**src/rtl/msrv32_fetch_ctrl_pkg.sv**
```systemverilog
// msrv32_fetch_ctrl_pkg
//   Shared types for the msrv32 fetch controller: PC-mux select encodings,
//   fetch FSM states, the redirect record and the redirect priority ranking.
//   No ports (package).
package msrv32_fetch_ctrl_pkg;

    // PC-mux select, value is the encoding driven on pc_src_out
    typedef enum logic [1:0] {
        PC_SRC_SEQ    = 2'b00,
        PC_SRC_EPC    = 2'b01,
        PC_SRC_TRAP   = 2'b10,
        PC_SRC_BRANCH = 2'b11
    } pc_src_e;

    typedef enum logic [1:0] {
        S_BOOT = 2'b00,
        S_RUN  = 2'b01,
        S_WAIT = 2'b10
    } fetch_state_e;

    localparam logic [31:0] BOOT_ADDRESS_DEFAULT = 32'h0000_0000;

    // One redirect: the pending slot and the arbiter result share this shape
    typedef struct packed {
        logic        valid;
        pc_src_e     src;
        logic [31:0] target;
    } redirect_t;

    // Higher value wins: trap > mret > branch
    function automatic logic [1:0] redirect_prio(input pc_src_e src);
        case (src)
            PC_SRC_TRAP:   redirect_prio = 2'd3;
            PC_SRC_EPC:    redirect_prio = 2'd2;
            PC_SRC_BRANCH: redirect_prio = 2'd1;
            default:       redirect_prio = 2'd0;
        endcase
    endfunction

endpackage

```
**src/rtl/msrv32_fetch_ctrl_redirect_arb.sv**
```systemverilog
// msrv32_fetch_ctrl_redirect_arb
//   Combinational redirect arbiter. Picks the highest-priority new request
//   (trap > mret > branch) and merges it with the pending slot: the higher
//   priority survives, and on equal priority the new request replaces the
//   pending one. Target bit0 is always cleared.
// Ports
//   trap_i / trap_addr_i      trap request and vector
//   mret_i / epc_i            return request and target
//   branch_i / branch_tgt_i   branch request and target
//   pend_i                    currently pending redirect
//   sel_o                     merged redirect (valid, src, target)
module msrv32_fetch_ctrl_redirect_arb
    import msrv32_fetch_ctrl_pkg::*;
(
    input  logic        trap_i,
    input  logic [31:0] trap_addr_i,
    input  logic        mret_i,
    input  logic [31:0] epc_i,
    input  logic        branch_i,
    input  logic [31:0] branch_tgt_i,
    input  redirect_t   pend_i,
    output redirect_t   sel_o
);

    redirect_t new_w;

    always_comb begin
        new_w = '0;
        if (trap_i) begin
            new_w.valid  = 1'b1;
            new_w.src    = PC_SRC_TRAP;
            new_w.target = trap_addr_i;
        end else if (mret_i) begin
            new_w.valid  = 1'b1;
            new_w.src    = PC_SRC_EPC;
            new_w.target = epc_i;
        end else if (branch_i) begin
            new_w.valid  = 1'b1;
            new_w.src    = PC_SRC_BRANCH;
            new_w.target = branch_tgt_i;
        end
        new_w.target[0] = 1'b0;

        if (new_w.valid &&
            (!pend_i.valid || (redirect_prio(new_w.src) >= redirect_prio(pend_i.src))))
            sel_o = new_w;
        else
            sel_o = pend_i;
    end

endmodule

```
**src/rtl/msrv32_fetch_ctrl.sv**
```systemverilog
// msrv32_fetch_ctrl
//   Program-counter sequencer for the msrv32 core. Owns the PC register,
//   drives the PC-mux select and the instruction-bus request, and holds a
//   redirect pending across AHB wait states / stalls until the PC can advance.
// Ports
//   clk_in, rst_in (async, active high)
//   ahb_ready_in, stall_in                        bus ready / pipeline hold
//   trap_taken_in, trap_address_in                trap redirect
//   mret_in, epc_in                               return redirect
//   branch_taken_in, branch_target_in             branch redirect
//   pc_out, pc_plus_4_out, iaddr_out, ireq_out    PC and fetch request
//   pc_src_out                                    PC-mux select
//   instr_valid_out, flush_out                    fetch result qualifiers
//   misaligned_instr_out                          misaligned redirect pulse
// Configuration
//   MSRV32_MISALIGN_TRAP_EN: redirect targets with bit1 set are refused (PC
//   holds, misaligned_instr_out pulses). Undefined: output tied 0.
module msrv32_fetch_ctrl
    import msrv32_fetch_ctrl_pkg::*;
#(
    parameter logic [31:0] BOOT_ADDRESS = BOOT_ADDRESS_DEFAULT,
    parameter int unsigned BOOT_CYCLES  = 2
)(
    input  logic        clk_in,
    input  logic        rst_in,
    input  logic        ahb_ready_in,
    input  logic        stall_in,
    input  logic        trap_taken_in,
    input  logic [31:0] trap_address_in,
    input  logic        mret_in,
    input  logic [31:0] epc_in,
    input  logic        branch_taken_in,
    input  logic [31:0] branch_target_in,
    output logic [31:0] pc_out,
    output logic [31:0] pc_plus_4_out,
    output logic [31:0] iaddr_out,
    output logic        ireq_out,
    output logic [1:0]  pc_src_out,
    output logic        instr_valid_out,
    output logic        flush_out,
    output logic        misaligned_instr_out
);

    localparam int unsigned     CNT_W     = (BOOT_CYCLES > 1) ? $clog2(BOOT_CYCLES) : 1;
    localparam logic [CNT_W-1:0] BOOT_LAST = CNT_W'(BOOT_CYCLES - 1);

    fetch_state_e     state_q;
    logic [CNT_W-1:0] boot_cnt_q;
    logic [31:0]      pc_q, pc_d;
    redirect_t        pend_q, pend_d;
    redirect_t        sel;
    logic             flush_q;
    logic             adv;
    logic             new_req;
    logic             bad_target;

    msrv32_fetch_ctrl_redirect_arb u_arb (
        .trap_i       (trap_taken_in),
        .trap_addr_i  (trap_address_in),
        .mret_i       (mret_in),
        .epc_i        (epc_in),
        .branch_i     (branch_taken_in),
        .branch_tgt_i (branch_target_in),
        .pend_i       (pend_q),
        .sel_o        (sel)
    );

    assign ireq_out      = (state_q != S_BOOT);
    assign adv           = ireq_out & ahb_ready_in & ~stall_in;
    assign new_req       = trap_taken_in | mret_in | branch_taken_in;
    assign pc_out        = pc_q;
    assign iaddr_out     = pc_q;
    assign pc_plus_4_out = pc_q + 32'd4;
    assign flush_out     = flush_q;
    assign pc_src_out    = (adv && sel.valid) ? sel.src : PC_SRC_SEQ;
    // A pending redirect applied now also invalidates the word returned this cycle
    assign instr_valid_out = adv & ~flush_q & ~sel.valid;

`ifdef MSRV32_MISALIGN_TRAP_EN
    logic misal_q;

    assign bad_target           = sel.valid & sel.target[1];
    assign misaligned_instr_out = misal_q;

    always_ff @(posedge clk_in or posedge rst_in) begin
        if (rst_in)
            misal_q <= 1'b0;
        else
            misal_q <= adv & bad_target;
    end
`else
    assign bad_target           = 1'b0;
    assign misaligned_instr_out = 1'b0;
`endif

    always_comb begin
        pc_d   = pc_q;
        pend_d = pend_q;
        if (adv) begin
            // the pending slot is consumed (or refused) on every advance
            pend_d = '0;
            if (!sel.valid)
                pc_d = pc_q + 32'd4;
            else if (!bad_target)
                pc_d = sel.target;
        end else begin
            pend_d = sel;
        end
    end

    always_ff @(posedge clk_in or posedge rst_in) begin
        if (rst_in) begin
            state_q    <= S_BOOT;
            boot_cnt_q <= '0;
            pc_q       <= BOOT_ADDRESS;
            pend_q     <= '0;
            flush_q    <= 1'b0;
        end else begin
            case (state_q)
                S_BOOT: begin
                    if (boot_cnt_q == BOOT_LAST)
                        state_q <= S_RUN;
                    else
                        boot_cnt_q <= boot_cnt_q + CNT_W'(1);
                end
                S_RUN:   if (!ahb_ready_in) state_q <= S_WAIT;
                S_WAIT:  if (ahb_ready_in)  state_q <= S_RUN;
                default: state_q <= S_BOOT;
            endcase
            pc_q    <= pc_d;
            pend_q  <= pend_d;
            flush_q <= new_req;
        end
    end

endmodule

```
**config.mk**
```make
export PLATFORM = sky130hd
export DESIGN_NAME = msrv32_fetch_ctrl
export DESIGN_NICKNAME = d
export VERILOG_FILES = /design/src/rtl/msrv32_fetch_ctrl_pkg.sv /design/src/rtl/msrv32_fetch_ctrl_redirect_arb.sv /design/src/rtl/msrv32_fetch_ctrl.sv
export SDC_FILE = /design/constraint.sdc
export NUM_CORES = 1
export LEC_CHECK = 0
export ABC_AREA = 1
export CAP_MARGIN = 20
export CORE_MARGIN = 4
export CORE_UTILIZATION = 40
export DETAILED_ROUTE_END_ITERATION = 6
export GPL_TIMING_DRIVEN = 0
export HOLD_SLACK_MARGIN = 0.12
export PLACE_DENSITY = 0.74
export SLEW_MARGIN = 30
export SYNTH_ARGS = -nofsm -noshare
export SYNTH_HDL_FRONTEND = slang
export SYNTH_SLANG_ARGS = --single-unit
```
**constraint.sdc**
```tcl
create_clock -name clk_in -period 6.1 [get_ports clk_in]
set_input_delay 0.915 -clock clk_in [delete_from_list [all_inputs] [get_ports clk_in]]
set_output_delay 0.915 -clock clk_in [all_outputs]
set_load 0.05 [all_outputs]
```
== After elaboration in Yosys (flattened, before gate mapping) ==
Index checks and enable logic that the tools add are counted.
Widths: inputs -> output; s select.

* Bits in registers: 71
* ROM bits: 0
* Output and inout bits: 102
* Memories kept: 0
* Bits of input ports: 103
* Bits in latches: 0
* Memory bits (writable): 0

* Shift operators: 0
* $add $sub $neg: 2
* Reductions and logical operators: 7
* Div/mod/pow operators: 0
* Bitwise logic cells: 9
* Mux-type cells: 14
* $lt $le $gt $ge: 1
* Multiply operators: 0
* Eq/ne operators: 11

{| class="wikitable"
|+ Operators by type and width
! operator !! count
|-
| $mux 35 || 5
|-
| $add 32x3->32 const B || 1
|-
| $mux 32 || 1
|-
| $pmux 2 s3 || 3
|-
| $eq 2x2->1 const B || 5
|-
| $mux 2 || 4
|-
| $eq 2x1->1 const B || 3
|-
| $ne 2x2->1 const B || 3
|-
| $and 1x1->1 || 4
|-
| $not 1->1 || 3
|-
| $reduce_and 3->1 || 1
|-
| $ge 2x2->1 || 1
|-
| $logic_and 1x1->1 || 2
|-
| $logic_not 2->1 || 1
|-
| $or 1x1->1 || 2
|-
| $reduce_bool 2->1 || 1
|-
| $add 1x1->1 const B || 1
|-
| $logic_not 1->1 || 1
|-
| $logic_or 1x1->1 || 1
|-
| $mux 1 || 1
|}

== Depth between registers and ports, before layout ==
* Depth after elaboration: 11
* Mapped depth: 15
* Mapped depth without buffers: 14

== Cells and area by module ==
A second synthesis with hierarchy kept.

* Cells, all modules: 837
* Area total of the unflattened synthesis: 5328.9 um^2

{| class="wikitable"
|+ Modules (own cells, without submodules)
! module !! cells an instance !! instances !! seq. area each (um^2) !! area an instance (um^2)
|-
| msrv32_fetch_ctrl || 469 || 1 || 1776.7 || 3833.7
|-
| msrv32_fetch_ctrl_redirect_arb || 368 || 1 || 0.0 || 1495.2
|}

== Worst setup path after synthesis ==
Ideal clock, no wire load.

* Path kind: input -> output
* From: in mret_in
* To: out pc_src_out[1]
* Buffers on the path: 3
* Setup slack: 2155 ps
* Cell stages on the path: 13
* Arrival time: 3030 ps
* Path through: buf_6 nor2_4 buf_2 nor2_1 ha_1 inv_1 nand2_1 nand2_1 nand2_1 nand2_4 buf_4 nand2_1 a21oi_1

* Cells in the longest elaborated chain, start to end: 10
* Elaborated cells on any way between the ends: 12
* Those cells by class: 1 x order compare; 3 x eq/ne; 5 x mux; 3 x reduce/logical

{| class="wikitable"
|+ Ends and longest elaborated chain
! element !! RTL line !! RTL
|-
| from (decl) || msrv32_fetch_ctrl.sv:30 || <nowiki>input logic mret_in,</nowiki>
|-
| $mux 35 (*) || msrv32_fetch_ctrl_redirect_arb.sv:33 || <nowiki>end else if (mret_i) begin</nowiki>
|-
| $mux 35 (*) || msrv32_fetch_ctrl_redirect_arb.sv:29 || <nowiki>if (trap_i) begin</nowiki>
|-
| $eq 2x2->1 or $eq 2x1->1 (tied branches) || msrv32_fetch_ctrl_pkg.sv:32 || <nowiki>case (src)</nowiki>
|-
| $pmux 2 s3 || msrv32_fetch_ctrl_pkg.sv:32 ||
|-
| $ge 2x2->1 || msrv32_fetch_ctrl_redirect_arb.sv:45 || <nowiki>(!pend_i.valid || (redirect_prio(new_w.src) >= redirect_prio(pend_i.src))))</nowiki>
|-
| $logic_or 1x1->1 || msrv32_fetch_ctrl_redirect_arb.sv:45 ||
|-
| $logic_and 1x1->1 || msrv32_fetch_ctrl_redirect_arb.sv:44 || <nowiki>if (new_w.valid &&</nowiki>
|-
| $mux 35 (*) || msrv32_fetch_ctrl_redirect_arb.sv:44 ||
|-
| $logic_and 1x1->1 || msrv32_fetch_ctrl.sv:75 || <nowiki>assign pc_src_out = (adv && sel.valid) ? sel.src : PC_SRC_SEQ;</nowiki>
|-
| $mux 2 (*) || msrv32_fetch_ctrl.sv:75 ||
|-
| to (decl) || msrv32_fetch_ctrl.sv:38 || <nowiki>output logic [1:0] pc_src_out,</nowiki>
|}

Mark *: on every way between the ends. The rest lies on a longest branch, timed or not.

== Final worst setup path ==
* From: in branch_taken_in
* To: out pc_src_out[1]

* Cells in the longest elaborated chain, start to end: 11
* Elaborated cells on any way between the ends: 13
* Those cells by class: 1 x order compare; 3 x eq/ne; 6 x mux; 3 x reduce/logical

{| class="wikitable"
|+ Ends and longest elaborated chain
! element !! RTL line !! RTL
|-
| from (decl) || msrv32_fetch_ctrl.sv:32 || <nowiki>input logic branch_taken_in,</nowiki>
|-
| $mux 35 (*) || msrv32_fetch_ctrl_redirect_arb.sv:37 || <nowiki>end else if (branch_i) begin</nowiki>
|-
| $mux 35 (*) || msrv32_fetch_ctrl_redirect_arb.sv:33 ||
|-
| $mux 35 (*) || msrv32_fetch_ctrl_redirect_arb.sv:29 ||
|-
| $eq 2x2->1 or $eq 2x1->1 (tied branches) || msrv32_fetch_ctrl_pkg.sv:32 ||
|-
| $pmux 2 s3 || msrv32_fetch_ctrl_pkg.sv:32 ||
|-
| $ge 2x2->1 || msrv32_fetch_ctrl_redirect_arb.sv:45 ||
|-
| $logic_or 1x1->1 || msrv32_fetch_ctrl_redirect_arb.sv:45 ||
|-
| $logic_and 1x1->1 || msrv32_fetch_ctrl_redirect_arb.sv:44 ||
|-
| $mux 35 (*) || msrv32_fetch_ctrl_redirect_arb.sv:44 ||
|-
| $logic_and 1x1->1 || msrv32_fetch_ctrl.sv:75 ||
|-
| $mux 2 (*) || msrv32_fetch_ctrl.sv:75 ||
|}

Marked as above.

==> summary.md <==
| Metric | Value |
|---|---|
| Setup TNS | 0 ps |
| CORE AREA | 12700 um2 |
| Mux contribution to synthesized area | 0% |
| Share of cells above drive strength 1 | 11.7% |
| Slowest-stage cell, CP | clkdlybuf4s50_1 |
| Met3 Wirelength | 1.25 mm |
| WS Path Type | in2out |
| Clock Skew | 6.94 ps |
| Period Utilization, post-route | 81.3% |
| Clock Path Buffers | 2 |
| DP Wirelength | 13.3 mm |
| Minimum clock period after layout | 4960 ps |
| Final ANT Viol Nets | 0 |
| Die ar. | 15000 um2 |
| Worst r2r src | pend_q[32]$_DFF_PP0_ |
| CTS buffer count | 9 |
| Adder-cell share of the synthesized area | 1.43% |
| Post-synthesis xor/xnor area fraction | 1.34% |
| P_leak | 3.72 nW |
| Startpoint Class | input pin |
| Register share of total power | 20.8% |
| Commonest non-fill, non-tap cell in the layout | nand2_1 |
| Hold crit path type | reg2reg |
| Crit-path most repeated cell | nand2_1 |
| Fmax | 0.202 GHz |
| Main combinational cell family by area after synthesis | simple AND/OR/NAND/NOR gates |
| Mapped Nets | 909 |
| I/O Buffers | 198 |
| Dpl cells | 1171 |
| Routed WL | 16.7 mm |
| Most frequent cells in the layout | nand2_1 (314), clkdlybuf4s50_1 (198), nor2_1 (113) |
| Seq/Total Area, Yosys | 33.9% |
| Post-cts hold buffer count | 0 |
| Power Dens Cells | 543 nW/um2 |
| Relative max-transition margin | 62.1% |
| Maximum vdd drop | 0.202 mV |
| Cell-internal power | 0.00196 W |
| RSZ-0062 raised after global routing | false |
| Critical Path AT | 4040 ps |
| DR vias/cell | 4.79 |
| Outcome | finished clean |
| Worst R2R Setup Slack | 3970 ps |
| FF+latch area | 1780 um2 |
| H-tree lvl count | 3 |
| Boundary pin count | 205 |
| CP cell instances | clkdlybuf4s50_1 > inv_2 > nor2_4 > buf_2 > nor2_1 > ha_1 > inv_1 > nand2_1 > nand2_1 > nand2_1 > nand2_4 > buf_4 > nand2_1 > a21oi_1 > clkdlybuf4s50_1 |
| Endpoints failing setup | 0 |
| Final hold vios | 0 |
| Clock Latency Late Sink | 340 ps |
| Top Metal Used | met4 |
| Detailed-route via count | 5683 |
| Layout net count | 1119 |
| Synth Area in Compound Gates | 10.2% |
| Synth Area in Simple Gates | 40.2% |
| Die Y-Extent | 122 um |
| MaxCap Viol Count | 0 |
| Clock-pin slew on the worst setup and hold paths | 50 ps |
| Number of global-route vias before repair | 5362 |
| # DRC | 0 |
| Post-Syn Area | 5240 um2 |
| Synthesis-to-layout area growth | 47.8% |
| Largest net degree at the start of global routing | 50 |
| Initial cell density of the core | 41.2% |
| Util after Layout | 60.9% |
| Slew Viols, Final | 0 |
| Placed Instance Area | 7470 um2 |
| Drt wl/cell | 14.1 um |
| DR WL met2 | 7.82 mm |
| Iteration-0 DRC count of the detailed router | 341 |
| Die width | 122 um |
| Row cnt | 41 |
| Switch share | 53.4% |
| Synth Warn # | 0 |
| GRT Residual Overflow | 0 |
| Post_cts resized | 0 |
| Clock sinks | 71 |
| Initial antenna violation count | 0 |
| Hold_sp | boot_cnt_q$_DFFE_PP0P_ |
| All-Layer GR Usage | 22.4% |
| Crit path launch | branch_taken_in |
| Final Instance Area | 7750 um2 |
| Yosys cell types | 32 |
| Root buf cell | clkbuf_16 |
| Largest stage delay, worst path | 840 ps |
| Net switching power | 0.00224 W |
| CTS tree | done |
| Setup crit end kind | primary output |
| Number of fill cells in the layout | 1258 |
| Routability cong. | 0.880 |
| Global-route wire length before repair | 26.6 mm |
| Drt pass-1 iters | 7 |
| Syn Inst Count | 800 |
| Comb pwr share | 67.1% |
| Metal1 wirelength | 7.31 mm |
| Clock share of power | 12.1% |
| N_diodes | 0 |
| Worst EP required | 5180 ps |
| Syn Area/Cell | 6.55 um2 |
| Multi-input gate area | 2790 um2 |
| Max FO, Critical Path | 10 |
| Post-CTS setup repair buffer count | 0 |
| Worst-margin pin slew | 569 ps |
| Non-Filler Instances | 1186 |
| Post-synthesis register bit count | 71 |
Yosys cell counts, drive strengths merged:
cell type | instances | share of area [%]
a22oi | 4 | 0.57
dfrtp | 71 | 34
buf | 67 | 9.0
conb | 1 | 0.072
xnor2 | 6 | 1.0
o21ai | 8 | 0.76
ha | 6 | 1.4
nor2 | 127 | 11
xor2 | 2 | 0.33
nand3 | 33 | 3.3
o22ai | 1 | 0.12
nor3 | 3 | 0.38
a21oi | 87 | 8.5
clkbuf | 2 | 0.14
and2 | 3 | 0.36
nand2 | 327 | 25
a31oi | 1 | 0.12
inv | 50 | 3.7
o21bai | 1 | 0.14
routing by layer:
metal,global-route usage [%],vias up
met5,0,-
met4,6.65,0
met3,4.79,25
met2,37.1,217
met1,29.5,2554
li1,-,2887
final cells by class:
cell class,instances,area share [%]
clock buffer,11,3.00
timing repair buffer,199,25.9
sequential,71,22.9
clock inverter,4,0.613
inverter,50,2.52
tap,172,2.78
buffer,69,6.20
multi-input combinational,610,36.0
through the flow:
stage / worst slack [ps] / hold slack [ps] / power (W)
after floorplan: 2160 / 423 / 0.00280
after global placement: 1150 / 441 / 0.00366
after detailed placement: 1180 / 447 / 0.00369
after CTS: 1150 / 461 / 0.00422
after global routing: 991 / 502 / 0.00446
final: 1140 / 453 / 0.00420
worst paths after layout:
kind                                           to  cells past startpoint
setup / recovery                    pc_src_out[1]                     15
hold / removal             boot_cnt_q$_DFFE_PP0P_                      2
setup reg to reg             pend_q[10]$_DFF_PP0_                     13
hold reg to reg            boot_cnt_q$_DFFE_PP0P_                      2
max in group asynchronous     pend_q[6]$_DFF_PP0_                      3
min in group asynchronous    pend_q[26]$_DFF_PP0_                      2
power groups by stage:
stage	Combinational, W	Clock (W)	Sequential (W)
6_report	0.00282	0.000510	0.000874
5_1_grt	0.00300	0.000540	0.000912
4_1_cts	0.00283	0.000514	0.000876
3_5_place_dp	0.00281	0	0.000879
3_3_place_gp	0.00278	0	0.000874
2_1_floorplan	0.00165	0	0.00115
kinds of logic after synthesis:
family | Yosys count
XOR/XNOR | 8
flip-flops | 71
buffers and inverters | 119
adder cells (fa/ha/maj) | 6
other | 1
AO/OA/AOI/OAI | 102
AND/OR/NAND/NOR | 493
worst max-delay path, delay by kind of cell:
kind | cells | cell delay [ps]
compound gates | 1 | 160
fa+ha+maj | 1 | 280
buf+inv | 6 | 1990
simple gates | 7 | 690
state kept, by name, summed over array words and instances, names as in the netlist:
signal / flops
iaddr_out: 32
state_q: 2
pend_q: 35
boot_cnt_q: 1
flush_out: 1
Note: power is estimated with default switching activity, not from simulation.
==> RTL change 1 (same flow settings) <==
Register the input `branch_target_in` before use, with the module's reset. The logic sees it one clock later. The other inputs are not delayed to match.
--- a/src/rtl/msrv32_fetch_ctrl.sv
+++ b/src/rtl/msrv32_fetch_ctrl.sv
@@ -44,6 +44,16 @@
     localparam int unsigned     CNT_W     = (BOOT_CYCLES > 1) ? $clog2(BOOT_CYCLES) : 1;
     localparam logic [CNT_W-1:0] BOOT_LAST = CNT_W'(BOOT_CYCLES - 1);
 
+    logic [31:0] branch_target_q;
+
+    always_ff @(posedge clk_in or posedge rst_in) begin
+        if (rst_in) begin
+            branch_target_q <= '0;
+        end else begin
+            branch_target_q <= branch_target_in;
+        end
+    end
+
     fetch_state_e     state_q;
     logic [CNT_W-1:0] boot_cnt_q;
     logic [31:0]      pc_q, pc_d;
@@ -60,7 +70,7 @@
         .mret_i       (mret_in),
         .epc_i        (epc_in),
         .branch_i     (branch_taken_in),
-        .branch_tgt_i (branch_target_in),
+        .branch_tgt_i (branch_target_q),
         .pend_i       (pend_q),
         .sel_o        (sel)
     );
Behaviour: not the same (a bounded check fails within 4 cycles, from zero or initial values and one cycle with rst_in high).
==> RTL change 1 against the original RTL <==
Via count is 5.0% higher; register-to-register slack about the same; synthesized area rose by 16%; setup slack better by 0.049 ns; wire length up 5.9%; sequential share of layout area increased by 6.6 points; sequential cell count increased by 31; die area increased by 15%; final area grew 12%; utilization decreased by 2.1 points; power up 14%; cell count grew 5.5%; critical path depth stayed put; largest cell class unchanged; largest power group unchanged; highest routed layer unchanged.
==> RTL change 1: results (changes against the original RTL) <==
CP top delay family=buffers and inverters (unchanged); Final min period=4.910 ns (was 4.959 ns); worst slew pin tran=0.6690 ns (was 0.5685 ns); share of post-route cells with drive strength above 1=9.934% (was 11.74%); GPL Wtd Cong=0.8724 (was 0.8798); Avg Cell Area, Syn=7.121 sq um (was 6.553 sq um); GRT Util Overall=20.38% (was 22.42%); Final Non-Filler Cells=1251 (was 1186); Static Leak=4.173 nW (was 3.721 nW); Worst Skew=0.01138 ns (was 0.006943 ns); r2r endpoint=iaddr_out[17] (was pend_q[10]); commonest cells in the netlist=313 x nand2_1, 102 x dfrtp_1, 77 x nor2_1 (was 314 x nand2_1, 113 x nor2_1, 86 x a21oi_1); routed wire length=17.71 mm (was 16.72 mm); hold_ws=0.4668 ns (was 0.4532 ns); run status=finished, final reports clean (unchanged); syn_nets=961 (was 909); count of cells resized by post-cts repair=0 (unchanged); dominant cells by area after synthesis=dfrtp_1 42%, nand2_1 19%, nand3_1 5.7% (was dfrtp_1 34%, nand2_1 22%, a21oi_1 8.2%); Compound-Gate Fraction of Synth Area=6.661% (was 10.24%); Setup WS pre-CTS=1.190 ns (was 1.182 ns); post-synthesis cell type count=36 (was 32); vias in the first global route=5558 (was 5362); DRT Pass-1 Iters=5 (was 7); Worst-Skew Late Latency=0.36 ns (was 0.34 ns); fillers=1330 (was 1258); Peak VDD IR=0.2275 mV (was 0.2017 mV); reg2reg path depth=14 (was 13); WL met2=8.195 mm (was 7.820 mm); Post-Route M1 WL=7.830 mm (was 7.314 mm); largest net degree at the start of global routing=61 (was 50); met1 Track Usage GR=26.81% (was 29.53%); DP HPWL=13.96 mm (was 13.34 mm); Clock H-tree levels=3 (unchanged); routing usage on met3=5.237% (was 4.793%); clock transition at the registers of the reported paths=0.07 ns (was 0.05 ns); met3 WL=1.360 mm (was 1.247 mm); XOR/XNOR Fraction of Synth Area=1.011% (was 1.337%); CP Data Arrival Time=3.99 ns (was 4.04 ns); Avg Vias per Cell=4.770 (was 4.792); dpl cell area=0.008312 sq mm (was 0.007470 sq mm)
## RTL change 1: cell count changes after synthesis, moves of 6 or more
cell,before,now
a21oi_1,86,37
clkbuf_1,2,10
or2_1,0,10
o21ai_0,5,26
and2_1,3,9
dfrtp_1,71,102
inv_1,44,69
buf_4,45,39
nand3b_1,0,6
nand3_1,31,69
nor2_1,113,77
or2_2,0,8
## RTL change 1: final cells by class
class                      count  area (sq um)  share of cell area [%]
buffer                        69         466.7                   5.399
clock buffer                  10         239.0                   2.765
clock inverter                 6         93.84                   1.086
inverter                      77         296.5                   3.430
multi-input combinational    604          2756                   31.89
sequential                   102          2552                   29.53
tap                          184         230.2                   2.663
timing repair buffer         199          2009                   23.25
## RTL change 1: where the power goes
part	internal, W	switching, W	leakage (nW)
Sequential	0.000906	0.000221	1.22
Clock	0.000374	0.000269	0.159
Combinational	0.00106	0.00196	2.80
==> RTL change 2 (same settings) <==
Made on the original files. The parameter `BOOT_CYCLES` goes from 2 to 4.
--- a/src/rtl/msrv32_fetch_ctrl.sv
+++ b/src/rtl/msrv32_fetch_ctrl.sv
@@ -19,7 +19,7 @@
     import msrv32_fetch_ctrl_pkg::*;
 #(
     parameter logic [31:0] BOOT_ADDRESS = BOOT_ADDRESS_DEFAULT,
-    parameter int unsigned BOOT_CYCLES  = 2
+    parameter int unsigned BOOT_CYCLES  = 4
 )(
     input  logic        clk_in,
     input  logic        rst_in,
Function: changed (Yosys sat finds a counterexample within 4 cycles, from zero or initial values and one cycle with rst_in high).
==> RTL change 2 against the original RTL <==
Wire length grew 0.92%; synthesized area is 2.1% lower; final area decreased by 1.9%; setup slack improved by 0.38 ns; synthesized cell count down 0.50%; sequential cell count up 1; non-clock buffer count fell by 2; power shrank 0.25%; critical endpoint is now pc_src_out[0]; highest routed layer unchanged.
==> RTL change 2: results (changes against the original RTL) <==
CP max-delay cell=clkdlybuf4s50_1 (unchanged); DRT Pass-1 Iters=5 (was 7); Static Leak=3.540 nW (was 3.721 nW); routed wire length=16.87 mm (was 16.72 mm); vias post-DR=5627 (was 5683); ANT cells=0 (unchanged); share of post-route cells with drive strength above 1=9.930% (was 11.74%); post-DR wirelength/cell=14.31 microns (was 14.10 microns); min-delay src=boot_cnt_q[0] (was boot_cnt_q); Root Buffer=clkbuf_16 (unchanged); number of flip-flops in the largest register=35 (unchanged); initial DRC count=405 (was 341); Placed Cells=1166 (was 1171); Worst slew margin=62.47% (was 62.10%); slowest stage delay, CP=0.83 ns; GPL Wtd Cong=0.8570 (was 0.8798); Clock H-tree levels=3 (unchanged); syn_nets=906 (was 909); IO Port Bufs=197 (was 198); dominant cells by area after synthesis=dfrtp_1 35%, nand2_1 23%, a21oi_1 8.6% (was dfrtp_1 34%, nand2_1 22%, a21oi_1 8.2%); # Post-CTS Setup Buffers=0 (unchanged); Peak VDD IR=0.2508 mV (was 0.2017 mV); run status=finished, final reports clean (unchanged); antenna violations before repair=0 (unchanged); nets=1115 (was 1119); commonest cells in the netlist=310 x nand2_1, 110 x nor2_1, 88 x a21oi_1 (was 314 x nand2_1, 113 x nor2_1, 86 x a21oi_1); Avg Cell Area, Syn=6.451 sq um (was 6.553 sq um); RR Startpoint=pend_q[32] (unchanged); dpl cell area=0.007345 sq mm (was 0.007470 sq mm); post-synthesis cell type count=32 (unchanged); post-synthesis sequential area ratio=35.09% (was 33.89%); clock transition at the registers of the reported paths=0.06 ns; largest net degree at the start of global routing=40 (was 50); CP top delay family=buffers and inverters (unchanged); Worst Skew=0.006206 ns (was 0.006943 ns); DP HPWL=13.46 mm (was 13.34 mm); count of cells resized by post-cts repair=0 (unchanged); CP max FO=10 (unchanged); YS warnings=0 (unchanged); launch point of the worst path=trap_taken_in (was branch_taken_in); first-pass GRT wire length=26.78 mm (was 26.61 mm); Biggest register=pend_q (unchanged); fillers=1261 (was 1258); clock buffer depth=2 (unchanged); Hold Path Class=register to register (unchanged); GRT Util Overall=22.97% (was 22.42%)
RTL change 2: cell count changes in the layout (fill, tap and decap cells not counted), moves of 4 or more:
| cell | change |
|---|---|
| nand2_1 | -4 |
| buf_4 | -5 |
| nand2_4 | -6 |
| nand3_1 | +7 |
| o21ai_0 | +4 |
RTL change 2: metal layers:
metal / global-route usage, % / share of wire [%] / wire (microns)
met1: 30.31 / 44 / 7394
met2: 36.93 / 46 / 7814
met3: 5.128 / 7.4 / 1254
met4: 8.473 / 2.4 / 408
met5: 0 / 0 / 0
RTL change 2: area by class of cell:
class | count | area, sq um | share of cell area [%]
buffer | 68 | 449.2 | 5.906
multi-input combinational | 606 | 2696 | 35.45
inverter | 50 | 190.2 | 2.500
clock buffer | 12 | 256.5 | 3.372
timing repair buffer | 198 | 1992 | 26.19
sequential | 72 | 1802 | 23.69
tap | 172 | 215.2 | 2.829
clock inverter | 1 | 5.005 | 0.06580
RTL change 2: final timing paths:
path                            endpoint  slack [ns]  cells past startpoint
max                        pc_src_out[0]        1.52                     13
min                        boot_cnt_q[0]        0.49                      1
max reg2reg                   pend_q[32]        4.00                     14
min reg2reg                boot_cnt_q[0]        0.49                      1
max in group asynchronous     pend_q[10]        4.55                      3
min in group asynchronous  boot_cnt_q[1]        0.98                      2
RTL change 2: through the flow:
step	setup slack [ns]	utilization, %
after global placement	1.541	58.02
after CTS	1.481	60.27
after global routing	1.318	60.27
after detailed placement	1.493	58.20
after floorplan	2.086	-
final	1.516	60.27
RTL change 2: report_power, final:
part	internal, W	total, W	switching (W)
Combinational	0.000974	0.00281	0.00184
Clock	0.000290	0.000480	0.000190
Sequential	0.000690	0.000904	0.000214
Total	0.00195	0.00419	0.00224
RTL change 2: cell families (layout without fill, tap and decap cells):
family | count (synthesis) | in the layout | synth area share, %
DFF | 72 | 72 | 35.09
muxes | 1 | 1 | 0.2193
adders and majority gates | 7 | 7 | 1.706
buffers and inverters | 118 | 329 | 12.40
and+or+nand+nor | 484 | 484 | 38.47
xor gates and xnor gates | 10 | 10 | 1.706
AOI/OAI and AO/OA | 103 | 103 | 10.33
other | 1 | 1 | 0.07303
